**src/rtl/ercm_err_monitor_pkg.sv**
```systemverilog
// ---------------------------------------------------------------------------
// ercm_mon_pkg
//   Shared types and default widths for the ERCM error-statistics monitor.
//   - state_e      : window-control FSM states
//   - DEF_*        : default operand / product / counter / accumulator widths
//   - max_int()    : elaboration-time helper for sizing intermediate sums
// ---------------------------------------------------------------------------
package ercm_mon_pkg;

    localparam int DEF_DW    = 8;   // operand width
    localparam int DEF_PW    = 16;  // product width (2*DW)
    localparam int DEF_CNT_W = 16;  // sample / window counter width
    localparam int DEF_SUM_W = 32;  // ED accumulator width

    typedef enum logic [1:0] {
        IDLE  = 2'd0,
        RUN   = 2'd1,
        DRAIN = 2'd2,
        DONE  = 2'd3
    } state_e;

    function automatic int max_int(input int a, input int b);
        return (a > b) ? a : b;
    endfunction

endpackage : ercm_mon_pkg

```
**src/rtl/ercm_err_monitor_if.sv**
```systemverilog
// ---------------------------------------------------------------------------
// ercm_err_monitor_if
//   Sample stream from the approximate multiplier into the error monitor.
//   - in_vld   : sample valid (master -> slave)
//   - in_rdy   : sample ready (slave -> master); transfer on in_vld & in_rdy
//   - dat_in_a : operand A
//   - dat_in_b : operand B
//   - dat_i    : approximate product of dat_in_a * dat_in_b
// ---------------------------------------------------------------------------
interface ercm_err_monitor_if #(
    parameter int DW = 8,
    parameter int PW = 16
);
    logic          in_vld;
    logic          in_rdy;
    logic [DW-1:0] dat_in_a;
    logic [DW-1:0] dat_in_b;
    logic [PW-1:0] dat_i;

    modport master (
        output in_vld,
        output dat_in_a,
        output dat_in_b,
        output dat_i,
        input  in_rdy
    );

    modport slave (
        input  in_vld,
        input  dat_in_a,
        input  dat_in_b,
        input  dat_i,
        output in_rdy
    );
endinterface : ercm_err_monitor_if

```
**src/rtl/ercm_ed_calc.sv**
```systemverilog
// ---------------------------------------------------------------------------
// ercm_ed_calc
//   Two-stage error-distance pipe.
//     S1: registers the exact product a*b and the approximate product.
//     S2: registers ed = |exact - approx|.
//   Valids travel alongside the data; there is no backpressure.
// Ports:
//   clk, rst_n          : clock, asynchronous active-low reset
//   vld_i               : sample accepted this cycle
//   a_i, b_i, p_i       : operands and approximate product
//   s1_vld_o, s2_vld_o  : stage valids (S2 valid qualifies ed_o)
//   ed_o                : error distance of the sample in S2
// ---------------------------------------------------------------------------
module ercm_ed_calc
    import ercm_mon_pkg::*;
#(
    parameter int DW = DEF_DW,
    parameter int PW = DEF_PW
) (
    input  logic          clk,
    input  logic          rst_n,
    input  logic          vld_i,
    input  logic [DW-1:0] a_i,
    input  logic [DW-1:0] b_i,
    input  logic [PW-1:0] p_i,
    output logic          s1_vld_o,
    output logic          s2_vld_o,
    output logic [PW-1:0] ed_o
);

    logic          s1_vld_q;
    logic          s2_vld_q;
    logic [PW-1:0] exact_q;
    logic [PW-1:0] approx_q;
    logic [PW-1:0] ed_q;
    logic [PW-1:0] ed_d;
    logic [PW:0]   diff;

    // NOTE: sequential state uses non-blocking (<=) so every register samples
    // the pre-edge values of its sources, independent of statement order.
    always_ff @(posedge clk or negedge rst_n) begin
        if (!rst_n) begin
            s1_vld_q <= 1'b0;
            s2_vld_q <= 1'b0;
        end else begin
            s1_vld_q <= vld_i;
            s2_vld_q <= s1_vld_q;
        end
    end

    // NOTE: only the valids are reset; the data registers are always
    // qualified by a valid, so resetting them would buy nothing.
    always_ff @(posedge clk) begin
        if (vld_i) begin
            exact_q  <= PW'(a_i) * PW'(b_i);
            approx_q <= p_i;
        end
        if (s1_vld_q) begin
            ed_q <= ed_d;
        end
    end

    // Difference in PW+1 bits so the sign is explicit; the magnitude is
    // always below 2^PW and fits the PW-bit result.
    always_comb begin
        diff = {1'b0, exact_q} - {1'b0, approx_q};
        ed_d = diff[PW] ? PW'(-diff) : diff[PW-1:0];
    end

    assign s1_vld_o = s1_vld_q;
    assign s2_vld_o = s2_vld_q;
    assign ed_o     = ed_q;

endmodule : ercm_ed_calc

```
**src/rtl/ercm_err_monitor.sv**
```systemverilog
// ---------------------------------------------------------------------------
// ercm_err_monitor
//   Error-statistics collector for the approximate 8x8 multiplier. Over a
//   window of win_len samples it counts samples, erroneous samples, the
//   saturating sum of error distance and the maximum error distance.
// Ports:
//   clk, rst_n  : clock, asynchronous active-low reset
//   start       : one-cycle pulse, starts a window (IDLE/DONE only)
//   win_len     : window length in samples, latched on an accepted start
//   smp_if      : sample stream (slave side), in_rdy high only in RUN
//   busy        : high in RUN and DRAIN
//   done        : high in DONE until the next accepted start
//   smp_cnt     : samples accumulated
//   err_cnt     : samples with nonzero error distance
//   sum_ed      : saturating sum of error distance
//   max_ed      : largest error distance seen
// Results update live while busy and are final while done is high.
// ---------------------------------------------------------------------------
module ercm_err_monitor
    import ercm_mon_pkg::*;
#(
    parameter int DW    = DEF_DW,
    parameter int PW    = DEF_PW,
    parameter int CNT_W = DEF_CNT_W,
    parameter int SUM_W = DEF_SUM_W
) (
    input  logic               clk,
    input  logic               rst_n,
    input  logic               start,
    input  logic [CNT_W-1:0]   win_len,
    ercm_err_monitor_if.slave  smp_if,
    output logic               busy,
    output logic               done,
    output logic [CNT_W-1:0]   smp_cnt,
    output logic [CNT_W-1:0]   err_cnt,
    output logic [SUM_W-1:0]   sum_ed,
    output logic [PW-1:0]      max_ed
);

    // Intermediate sum width: wide enough for either operand plus a carry.
    localparam int             SW      = max_int(SUM_W, PW) + 1;
    localparam logic [SUM_W-1:0] SUM_MAX = {SUM_W{1'b1}};

    state_e           state_q, state_d;
    logic [CNT_W-1:0] win_len_q;
    logic [CNT_W-1:0] acc_cnt_q;
    logic [CNT_W-1:0] acc_cnt_inc;
    logic [CNT_W-1:0] smp_cnt_q;
    logic [CNT_W-1:0] err_cnt_q;
    logic [SUM_W-1:0] sum_ed_q;
    logic [SUM_W-1:0] sum_ed_d;
    logic [PW-1:0]    max_ed_q;
    logic [SW-1:0]    sum_ext;

    logic             in_rdy;
    logic             xfer;
    logic             clr;
    logic             s1_vld;
    logic             s2_vld;
    logic [PW-1:0]    ed;

    assign in_rdy      = (state_q == RUN);
    assign xfer        = smp_if.in_vld & in_rdy;
    assign acc_cnt_inc = acc_cnt_q + CNT_W'(1);

    ercm_ed_calc #(
        .DW (DW),
        .PW (PW)
    ) u_ed_calc (
        .clk      (clk),
        .rst_n    (rst_n),
        .vld_i    (xfer),
        .a_i      (smp_if.dat_in_a),
        .b_i      (smp_if.dat_in_b),
        .p_i      (smp_if.dat_i),
        .s1_vld_o (s1_vld),
        .s2_vld_o (s2_vld),
        .ed_o     (ed)
    );

    // ------------------------------------------------------------------
    // Window-control FSM
    // ------------------------------------------------------------------
    always_ff @(posedge clk or negedge rst_n) begin
        if (!rst_n) begin
            state_q <= IDLE;
        end else begin
            state_q <= state_d;
        end
    end

    // NOTE: every combinational output is given a default before the case
    // statement, so no path leaves it unassigned and no latch is inferred.
    always_comb begin
        state_d = state_q;
        clr     = 1'b0;
        unique case (state_q)
            IDLE, DONE: begin
                // start is only honoured here; a sample presented in the
                // same cycle is not taken because in_rdy is low.
                if (start) begin
                    clr     = 1'b1;
                    state_d = (win_len == '0) ? DONE : RUN;
                end
            end
            RUN: begin
                if (xfer && (acc_cnt_inc == win_len_q)) begin
                    state_d = DRAIN;
                end
            end
            DRAIN: begin
                // Both stages empty means the final sample has already
                // been accumulated at the previous edge.
                if (!s1_vld && !s2_vld) begin
                    state_d = DONE;
                end
            end
            default: state_d = IDLE;
        endcase
    end

    // ------------------------------------------------------------------
    // Window bookkeeping
    // ------------------------------------------------------------------
    always_ff @(posedge clk or negedge rst_n) begin
        if (!rst_n) begin
            win_len_q <= '0;
            acc_cnt_q <= '0;
        end else if (clr) begin
            win_len_q <= win_len;
            acc_cnt_q <= '0;
        end else if (xfer) begin
            acc_cnt_q <= acc_cnt_inc;
        end
    end

    // ------------------------------------------------------------------
    // S3: accumulate
    // ------------------------------------------------------------------
    always_comb begin
        sum_ext  = SW'(sum_ed_q) + SW'(ed);
        sum_ed_d = (sum_ext > SW'(SUM_MAX)) ? SUM_MAX : sum_ext[SUM_W-1:0];
    end

    // clr and s2_vld never coincide: the pipe is empty in IDLE and DONE.
    // The counters cannot wrap since win_len bounds them.
    always_ff @(posedge clk or negedge rst_n) begin
        if (!rst_n) begin
            smp_cnt_q <= '0;
            err_cnt_q <= '0;
            sum_ed_q  <= '0;
            max_ed_q  <= '0;
        end else if (clr) begin
            smp_cnt_q <= '0;
            err_cnt_q <= '0;
            sum_ed_q  <= '0;
            max_ed_q  <= '0;
        end else if (s2_vld) begin
            smp_cnt_q <= smp_cnt_q + CNT_W'(1);
            if (ed != '0) begin
                err_cnt_q <= err_cnt_q + CNT_W'(1);
            end
            sum_ed_q <= sum_ed_d;
            if (ed > max_ed_q) begin
                max_ed_q <= ed;
            end
        end
    end

    assign smp_if.in_rdy = in_rdy;
    assign busy          = (state_q == RUN) || (state_q == DRAIN);
    assign done          = (state_q == DONE);
    assign smp_cnt       = smp_cnt_q;
    assign err_cnt       = err_cnt_q;
    assign sum_ed        = sum_ed_q;
    assign max_ed        = max_ed_q;

endmodule : ercm_err_monitor
```
**src/flat_wrapper.sv**
```systemverilog
// flat-port wrapper written by rule: the top's interface ports become plain ports
module ercm_err_monitor_flat import ercm_mon_pkg::*;
#(
    parameter int DW    = DEF_DW,
    parameter int PW    = DEF_PW,
    parameter int CNT_W = DEF_CNT_W,
    parameter int SUM_W = DEF_SUM_W
)
  (clk, rst_n, start, win_len, busy, done, smp_cnt, err_cnt, sum_ed, max_ed, smp_if_in_vld, smp_if_dat_in_a, smp_if_dat_in_b, smp_if_dat_i, smp_if_in_rdy);
  ercm_err_monitor_if #(.DW(DW), .PW(PW)) smp_if_i ();
  input  logic clk;
  input  logic rst_n;
  input  logic start;
  input  logic [CNT_W-1:0] win_len;
  output logic busy;
  output logic done;
  output logic [CNT_W-1:0] smp_cnt;
  output logic [CNT_W-1:0] err_cnt;
  output logic [SUM_W-1:0] sum_ed;
  output logic [PW-1:0] max_ed;
  input wire logic [$bits(smp_if_i.in_vld)-1:0] smp_if_in_vld;
  input wire logic [$bits(smp_if_i.dat_in_a)-1:0] smp_if_dat_in_a;
  input wire logic [$bits(smp_if_i.dat_in_b)-1:0] smp_if_dat_in_b;
  input wire logic [$bits(smp_if_i.dat_i)-1:0] smp_if_dat_i;
  output wire logic [$bits(smp_if_i.in_rdy)-1:0] smp_if_in_rdy;
  assign smp_if_i.in_vld = smp_if_in_vld;
  assign smp_if_i.dat_in_a = smp_if_dat_in_a;
  assign smp_if_i.dat_in_b = smp_if_dat_in_b;
  assign smp_if_i.dat_i = smp_if_dat_i;
  assign smp_if_in_rdy = smp_if_i.in_rdy;
  ercm_err_monitor #(.DW(DW), .PW(PW), .CNT_W(CNT_W), .SUM_W(SUM_W)) u_core (.clk(clk), .rst_n(rst_n), .start(start), .win_len(win_len), .smp_if(smp_if_i), .busy(busy), .done(done), .smp_cnt(smp_cnt), .err_cnt(err_cnt), .sum_ed(sum_ed), .max_ed(max_ed));
endmodule
```
**config.mk**
```make
export PLATFORM = sky130hd
export DESIGN_NAME = ercm_err_monitor_flat
export DESIGN_NICKNAME = d
export VERILOG_FILES = /design/src/rtl/ercm_err_monitor_pkg.sv /design/src/rtl/ercm_err_monitor_if.sv /design/src/rtl/ercm_ed_calc.sv /design/src/rtl/ercm_err_monitor.sv /design/src/flat_wrapper.sv
export SDC_FILE = /design/constraint.sdc
export NUM_CORES = 1
export LEC_CHECK = 0
export BUFFER_PORTS_ARGS = -buffer_cell sky130_fd_sc_hd__buf_2
export CAP_MARGIN = 25
export CORE_MARGIN = 3
export CORE_UTILIZATION = 35
export CTS_CLUSTER_DIAMETER = 100
export CTS_CLUSTER_SIZE = 10
export DETAILED_ROUTE_END_ITERATION = 6
export PLACE_DENSITY = 0.57
export RECOVER_POWER = 50
export SETUP_SLACK_MARGIN = 0.05
export SYNTH_ARGS = -nofsm -noshare
export SYNTH_HDL_FRONTEND = slang
export SYNTH_SLANG_ARGS = --single-unit
```
**constraint.sdc**
```tcl
create_clock -name clk -period 8.2 [get_ports clk]
set_input_delay 1.64 -clock clk [delete_from_list [all_inputs] [get_ports clk]]
set_output_delay 1.64 -clock clk [all_outputs]
set_load 0.03 [all_outputs]
```
; ---- Yosys cells after proc, flatten, opt, wreduce, memory -nomap -nowiden
; Cells that the tools add are included.
[op_classes]
n_addsub = 6
mul = 1
magnitude_cmp = 2
eq_ne = 7
muxes = 21
bitwise = 1
n_reduce_logical = 16
[op_table]
columns = operator, n
row1 = $mux W16, 11
row2 = $mux W32, 3
row3 = $add A16 B1 Y16 const B, 3
row4 = $add A32 B16 Y33, 1
row5 = $gt A33 B32 Y1 const B, 1
row6 = $sub A16 B16 Y17, 1
row7 = $eq A16 B16 Y1, 1
row8 = $gt A16 B16 Y1, 1
row9 = $logic_not A16 Y1, 1
row10 = $mul A8 B8 Y16, 1
row11 = $neg A16 Y16, 1
row12 = $reduce_bool A16 Y1, 1
row13 = $mux W2, 4
row14 = $reduce_bool A2 Y1, 4
row15 = $pmux W2 S3, 1
row16 = $eq A2 B2 Y1 const B, 2
row17 = $ne A2 B2 Y1 const B, 2
row18 = $reduce_and A2 Y1, 2
row19 = $reduce_and A3 Y1, 1
row20 = $eq A2 B1 Y1 const B, 1
row21 = $logic_and A1 B1 Y1, 2
row22 = $logic_not A1 Y1, 2
row23 = $logic_not A2 Y1, 1
row24 = $mux W1, 2
row25 = 4 further kinds, 4
[word_totals]
register_bits = 164
in_bits = 52
elab_cells = 66

; ---- Longest topological paths before layout
; Gate-level depths: netlist of run 1.
[logic_depth]
depth_word = 5
depth_mapped = 18

; ---- By module
; Synthesis of run 1 repeated with hierarchy kept, for this count alone.
[unflattened]
hier_cells = 1265
hier_area_um2 = 11702.5
[by_module_without_submodules]
columns = mod, n_inst, cells_per_inst, area_per_inst_um2
row1 = ercm_err_monitor, 1, 816, 7016.7
row2 = ercm_ed_calc, 1, 449, 4685.7

; ---- Worst setup path after synthesis of run 1
; Ideal clock, no wire load.
[synth_path]
kind = input to register
from = input smp_if_dat_in_a[3]
to = register u_core.u_ed_calc.exact_q[15] (data pin)
setup_time_ns = 0.260
t_arrival_ns = 5.401
setup_slack_ns = 2.539
stages = 16
path_cell_list = and2_1 > fa_1 > inv_1 > fa_1 > inv_1 > fa_1 > inv_1 > fa_1 > inv_1 > ha_1 > a21boi_0 > o21ai_0 > a22oi_1 > a41o_1 > o41a_1 > xnor2_1
[synth_via]
elab_chain_len = 1
[synth_rtl]
columns = element, line
row1 = "start, declared", flat_wrapper.sv:22  ; input wire logic [$bits(smp_if_i.dat_in_a)-1:0] smp_if_dat_in_a;
row2 = $mul A8 B8 Y16, ercm_ed_calc.sv:55  ; exact_q <= PW'(a_i) * PW'(b_i);
row3 = "end signal, assigned", ercm_ed_calc.sv:55
row4 = "end, declared", ercm_ed_calc.sv:33  ; logic [PW-1:0] exact_q;
; No other way between the ends.
; A chain may end at the register's enable or synchronous reset.

; ---- Worst setup path in the final report of run 1
; Same ends and word-level chain as after synthesis.

==> results of run 1 <==
## critical path, delay by kind of cell
| family | cells | cell delay, ns |
|---|---|---|
| adder cells (fa/ha/maj) | 5 | 2.37 |
| AO/OA/AOI/OAI | 5 | 1.10 |
| buffers and inverters | 5 | 0.34 |
| AND/OR/NAND/NOR | 1 | 0.18 |
| XOR/XNOR | 1 | 0.13 |
## through the flow
step	instances	power (uW)	util (%)
detailed placement	1759	3669	39.54
floorplan	1223	3097	-
global route	1792	4843	41.11
finish	1792	4434	41.11
global placement	1758	3631	39.52
CTS	1791	4494	41.40
## final timing paths
kind                                                   from                                      to  slack [ns]  cells past startpoint
hold / removal             u_core.win_len_q[15]$_DFFE_PN0P_        u_core.win_len_q[15]$_DFFE_PN0P_        0.51                      2
hold reg to reg            u_core.win_len_q[15]$_DFFE_PN0P_        u_core.win_len_q[15]$_DFFE_PN0P_        0.51                      2
min in group asynchronous                             rst_n            u_core.sum_ed[5]$_DFFE_PN0P_        2.11                      1
setup / recovery                         smp_if_dat_in_a[3]  u_core.u_ed_calc.exact_q[15]$_DFFE_PP_        2.61                     17
setup reg to reg              u_core.state_q[0]$_DFFE_PN0P_           u_core.sum_ed[29]$_DFFE_PN0P_        3.66                      5
max in group asynchronous                             rst_n           u_core.state_q[0]$_DFFE_PN0P_        4.04                      2
## cell type report
type	instances	area [um2]	area share [%]
Multi-Input combinational cell	908	6638	50.39
Sequential cell	164	4344	32.98
Timing Repair Buffer	142	633.1	4.807
Tap cell	435	544.3	4.132
Clock buffer	18	439.2	3.334
Inverter	111	416.7	3.163
Clock inverter	14	156.4	1.187
## where the power goes
group	switching (uW)	internal [uW]
Clock	382	418
Combinational	1430	873
Sequential	204	1130
Total	2010	2420
## cell families (layout without fill, tap and decap cells)
kind of cell / count (synthesis) / after routing / share of synthesized area [%]
buffers and inverters: 151 / 285 / 5.093
muxes: 6 / 6 / 0.5299
xor gates and xnor gates: 104 / 104 / 7.872
AOI/OAI and AO/OA: 249 / 249 / 14.06
and+or+nand+nor: 419 / 419 / 18.38
DFF: 164 / 164 / 37.54
adders and majority gates: 130 / 130 / 16.52
## placed cells by master, fill, tap and decap left out, types with 10 or more instances in the layout
master	Yosys	layout
or3_1	11	11
nand2_1	109	109
nor2b_1	10	10
fa_1	38	38
and2_1	66	63
nor2_1	79	79
nor3_1	20	20
and3_1	23	23
clkbuf_16	0	17
ha_1	92	92
xnor2_1	56	56
a21o_1	11	11
a21oi_1	67	67
o21ai_0	60	60
edfxtp_1	48	48
xor2_1	48	48
clkbuf_1	26	74
nand4_1	20	20
inv_1	110	110
buf_2	9	62
a31oi_1	19	19
dfrtp_1	116	116
nand3_1	43	43
## state kept, by name, summed over array words and instances (netlist names)
| register | cells |
|---|---|
| u_core.sum_ed | 32 |
| u_core.acc_cnt_q | 16 |
| u_core.err_cnt | 16 |
| u_core.max_ed | 16 |
| u_core.smp_cnt | 16 |
| u_core.u_ed_calc.approx_q | 16 |
| u_core.u_ed_calc.ed_o | 16 |
| u_core.u_ed_calc.exact_q | 16 |
| u_core.win_len_q | 16 |
| u_core.state_q | 2 |
| u_core.u_ed_calc.s1_vld_o | 1 |
| u_core.u_ed_calc.s2_vld_o | 1 |
## routing by layer
layer	vias to the layer above	track usage (%)
li1	4520	-
met1	4346	20.99
met2	160	25.54
met3	23	2.580
met4	4	3.608
met5	-	0
==> impl_metrics.py, run 1 <==
metrics = {
    "layout": {
        "nFillCells": 3274,
        "finalInstanceArea_um2": 13170,
        "layout-drive-gt1-share_pct": 8.696,
        "areaGrowthSynthToFinish_pct": 13.83,
        "nNetsFinal": 1526,
        "num_antenna_cells": 0,
    },
    "setup_path": {
        "crit_path_max_incr_delay_ns": 0.53,
        "cp.arrival_ns": 5.77,
        "crit_path_start_kind": "input pin",
        "worstPathCellList": "buf_2 -> and2_1 -> fa_1 -> inv_1 -> fa_1 -> inv_1 -> fa_1 -> inv_1 -> fa_1 -> inv_1 -> ha_1 -> a21boi_0 -> o21ai_0 -> a22oi_1 -> a41o_1 -> o41a_1 -> xnor2_1",
        "worst_setup_path_end_kind": "register",
        "slowest_stage": "fa_1",
        "critPathRequiredTime_ns": 8.38,
        "path_max_fanout": 8,
        "crit_type": "input pin to register",
    },
    "clock_network": {
        "clk_latency_ns": 0.43,
        "path_clk_slew_ns": 0.07,
        "htree_levels": 4,
        "ctsHoldBuffers": 0,
        "post_cts_buffers": 0,
        "cts_buffers": 17,
        "cts_root_buffer": "clkbuf_16",
        "cts_resized": 0,
        "cts_tree": "yes",
        "clkSinkCount": 164,
        "cts_buffer_depth": 2,
    },
    "grt": {
        "antenna_found_initial": 2,
        "track_usage_pct": 15.35,
        "grt_pass1_vias": 9084,
        "grt_overflow": 0,
        "grt_pass1_wl_um": 45350,
        "grt_start_max_net_pins": 76,
    },
    "timing": {
        "fin_setup_tns_ns": 0,
        "period_share_pct": 68.21,
        "fin_skew_ns": 0.01620,
        "slew_violations": 166,
        "whs_ns": 0.5072,
        "min_period_ns": 5.593,
        "setup_slack_ns": 2.607,
        "worst_pin_slew_ns": 3.410,
        "slew_headroom_pct": -127.3,
        "hold_viol": 0,
        "setup_viol": 0,
        "rsz0062_at_grt": "no",
        "fmax_ghz": 0.1788,
    },
    "route": {
        "vias_per_cell": 5.052,
        "drt-wirelength-per-cell_um": 14.95,
        "drc": 0,
        "wl_met2_um": 12570,
        "first_pass_iters": 5,
        "drt-initial-drc-count": 472,
        "top_layer_used": "met5",
        "dr_wl_met3_um": 918,
        "ant_nets": 0,
        "route.vias.total": 9053,
        "wl_met1_um": 13010,
        "wl_um": 26790,
    },
    "logic_synthesis": {
        "synthMostInstantiatedCell": "dfrtp_1",
        "seq_area_frac_synth_pct": 37.54,
        "synth_top_area_share_pct": 25.09,
        "yosysUniqueCellTypes": 71,
        "synthesis.nets": 1405,
        "ys.flop_type": "dfrtp_1",
        "synth_seq_cells": 164,
        "avgSynthCellArea_um2": 9.461,
        "syn_inst": 1223,
        "synthArstFlopShare_pct": 70.73,
        "yosys.area.top_type": "dfrtp_1",
        "yosysWarnings": 0,
        "synth_edf_count": 48,
        "netlist_top_cells_count": "dfrtp_1, inv_1, nand2_1",
        "netlist_area_um2": 11570,
        "synth_area_leaders": "dfrtp_1, edfxtp_1, ha_1",
    },
    "die": {
        "floorplan.rows": 65,
        "core_um2": 32040,
        "initial_core_util_pct": 36.11,
        "die_x_um": 187.8,
        "die_h_um": 187.8,
        "die-area_um2": 35280,
        "ios": 135,
    },
    "placement": {
        "place_area_um2": 12670,
        "port_buffers": 134,
        "gp_congestion": 0.8754,
        "place_ws_ns": 2.154,
        "post-dp-hpwl_um": 20430,
    },
    "hold_path": {
        "hold_path_class": "register to register",
    },
    "status": {
        "violations": "capacitance limit, slew limit",
        "status": "finished with violations",
    },
    "pwr": {
        "peakVddDrop_mv": 0.1255,
        "powerDensity_nw_per_um2": 336.6,
        "leakage_uw": 0.005842,
    },
    "flow_run": {
        "drv_cap": 3,
    },
}
Note: power is estimated with default switching activity, not from simulation.
==> run 2: changes to the inputs <==
ABC_AREA = 1   (was unset)
PLACE_DENSITY = 0.59   (was 0.57)
clock period = 4.7 ns   (was 8.2 ns; I/O delays follow)
==> run 2 against run 1 <==
  * The flow still finishes with violations (capacitance limit, slew limit)
  * Sequential power is 67% higher
  * Register-to-register slack worse by 2.0 ns
  * Critical path depth is 2 higher
  * Largest power group unchanged
==> impl_metrics.py, run 2 <==
metrics = {
    "grt": {
        "grt_pass1_wl_um": 50360,
        "grt_overflow": 0,
        "grt_pass1_vias": 10509,
        "track_usage_pct": 16.66,
        "grt_start_max_net_pins": 65,
        "antenna_found_initial": 1,
    },
    "logic_synthesis": {
        "yosysWarnings": 0,
        "synthMostInstantiatedCell": "nand2_1",
        "seq_area_frac_synth_pct": 35.52,
        "ys.flop_type": "dfrtp_1",
        "synth_top_area_share_pct": 23.73,
        "netlist_top_cells_count": "nand2_1, inv_1, dfrtp_1",
        "synth_edf_count": 48,
        "yosysUniqueCellTypes": 53,
        "synth_area_leaders": "dfrtp_1, nand2_1, edfxtp_1",
        "avgSynthCellArea_um2": 7.688,
        "syn_inst": 1591,
        "netlist_area_um2": 12230,
        "synthesis.nets": 1773,
        "synth_seq_cells": 164,
        "synthArstFlopShare_pct": 70.73,
        "yosys.area.top_type": "dfrtp_1",
    },
    "die": {
        "ios": 135,
        "die_x_um": 192.9,
        "die_h_um": 192.9,
        "core_um2": 33950,
        "initial_core_util_pct": 36.03,
        "floorplan.rows": 67,
        "die-area_um2": 37230,
    },
    "timing": {
        "slew_headroom_pct": -136.2,
        "fin_setup_tns_ns": 0,
        "rsz0062_at_grt": "no",
        "slew_violations": 99,
        "setup_viol": 0,
        "worst_pin_slew_ns": 3.543,
        "min_period_ns": 4.413,
        "fin_skew_ns": 0.01561,
        "fmax_ghz": 0.2266,
        "hold_viol": 0,
        "period_share_pct": 93.90,
    },
    "setup_path": {
        "worst_setup_path_end_kind": "register",
        "critPathRequiredTime_ns": 4.88,
        "crit_path_start_kind": "input pin",
        "crit_type": "input pin to register",
        "cp.arrival_ns": 4.60,
        "path_max_fanout": 6,
    },
    "layout": {
        "utilization_pct": 41.58,
        "nFillCells": 3514,
        "nNetsFinal": 1917,
        "largest_reg_flops": 32,
        "layout-drive-gt1-share_pct": 12.53,
        "final_common_cell": "nand2_1",
        "most-common-layout-cells": "nand2_1, inv_1, buf_2",
        "areaGrowthSynthToFinish_pct": 15.43,
    },
    "route": {
        "first_pass_iters": 5,
        "drt-wirelength-per-cell_um": 13.80,
        "ant_nets": 0,
        "drc": 0,
        "vias_per_cell": 4.792,
        "route.vias.total": 10529,
        "wl_um": 30330,
        "drt-initial-drc-count": 511,
    },
    "clock_network": {
        "cts_root_buffer": "clkbuf_16",
        "ctsHoldBuffers": 0,
        "path_clk_slew_ns": 0.06,
        "cts_buffers": 17,
        "cts_buffer_depth": 2,
        "cts_tree": "yes",
        "cts_resized": 0,
        "htree_levels": 4,
        "clk_latency_ns": 0.44,
        "clkSinkCount": 164,
        "post_cts_buffers": 0,
    },
    "flow_run": {
        "drv_cap": 2,
    },
    "placement": {
        "port_buffers": 134,
        "post-dp-hpwl_um": 23950,
        "gp_congestion": 0.8666,
    },
    "hold_path": {
        "hold_path_class": "register to register",
    },
    "status": {
        "violations": "capacitance limit, slew limit",
        "status": "finished with violations",
    },
    "pwr": {
        "peakVddDrop_mv": 0.1994,
        "powerDensity_nw_per_um2": 535.9,
        "leakage_uw": 0.007434,
    },
}
==> run 2: final cells by class <==
type | instances | area (um2) | area share, %
clock inverter | 13 | 132.6 | 0.9394
timing repair buffer | 162 | 859.6 | 6.088
antenna | 1 | 2.502 | 0.01772
sequential | 164 | 4344 | 30.77
clock buffer | 19 | 432.9 | 3.066
inverter | 300 | 1126 | 7.976
multi-input combinational | 1090 | 6660 | 47.17
tap | 448 | 560.5 | 3.970
==> run 2: report_power, final <==
| group | internal [uW] | switching (uW) |
|---|---|---|
| logic | 1420 | 2550 |
| registers | 1930 | 281 |
| clock network | 780 | 599 |
| total | 4140 | 3430 |
==> run 2: critical path: stages <==
cell and delay [ns]:
buf_2 0.15, nand2_1 0.07, inv_1 0.05, fa_1 0.51
fa_1 0.52, fa_1 0.55, inv_1 0.05, fa_1 0.53
inv_1 0.07, ha_4 0.28, nand2_1 0.06, inv_1 0.05
nand4_1 0.09, o211ai_1 0.15, nand3_1 0.12, nand2_1 0.10
nand2_1 0.05, a21oi_1 0.15, xor2_1 0.09
==> run 2: logic make-up (layout without fill, tap and decap cells) <==
logic type      after synthesis  count (layout)  share of synthesized area [%]
simple gates                689             689                          24.07
buf+inv                     337             494                          10.63
compound gates              219             219                          10.20
flops                       164             164                          35.52
fa+ha+maj                   130             130                          15.63
xor+xnor                     52              52                          3.959
other cells                   0               1                              0
==> run 2: final timing paths <==
| kind | start | end | slack [ns] | cells after the start |
|---|---|---|---|---|
| min in group asynchronous | rst_n | u_core.sum_ed[26]$_DFFE_PN0P_ | 1.68 | 1 |
| max in group asynchronous | rst_n | u_core.u_ed_calc.s1_vld_o$_DFF_PN0_ | 0.82 | 2 |
| min | u_core.smp_cnt[15]$_DFFE_PN0P_ | u_core.smp_cnt[15]$_DFFE_PN0P_ | 0.46 | 1 |
| max | smp_if_dat_in_b[4] | u_core.u_ed_calc.exact_q[14]$_DFFE_PP_ | 0.29 | 19 |
| max reg2reg | u_core.state_q[0]$_DFFE_PN0P_ | u_core.err_cnt[8]$_DFFE_PN0P_ | 1.67 | 12 |
| min reg2reg | u_core.smp_cnt[15]$_DFFE_PN0P_ | u_core.smp_cnt[15]$_DFFE_PN0P_ | 0.46 | 1 |
==> run 2: routing by layer <==
| layer | vias up | part of all wire, % | global-route usage [%] |
|---|---|---|---|
| met5 | - | 0 | 0 |
| met4 | 0 | 2.4 | 5.313 |
| met1 | 4916 | 45 | 21.01 |
| li1 | 5372 | - | - |
| met2 | 192 | 48 | 29.39 |
| met3 | 49 | 4.9 | 2.513 |
==> run 2: stage by stage <==
| stage | power, uW | area (um2) | setup slack, ns | hold slack (ns) | cells |
|---|---|---|---|---|---|
| final | 7566 | 14120 | 0.2867 | 0.4570 | 2197 |
| after CTS | 7640 | 14140 | 0.2843 | 0.4615 | 2196 |
| after global placement | 6163 | 13570 | -0.1277 | 0.4436 | 2164 |
| after global routing | 8263 | 14120 | 0.09423 | 0.4908 | 2196 |
| after floorplan | 5164 | 12340 | 0.07054 | 0.4620 | 1591 |
| after detailed placement | 6227 | 13570 | -0.1827 | 0.4552 | 2164 |
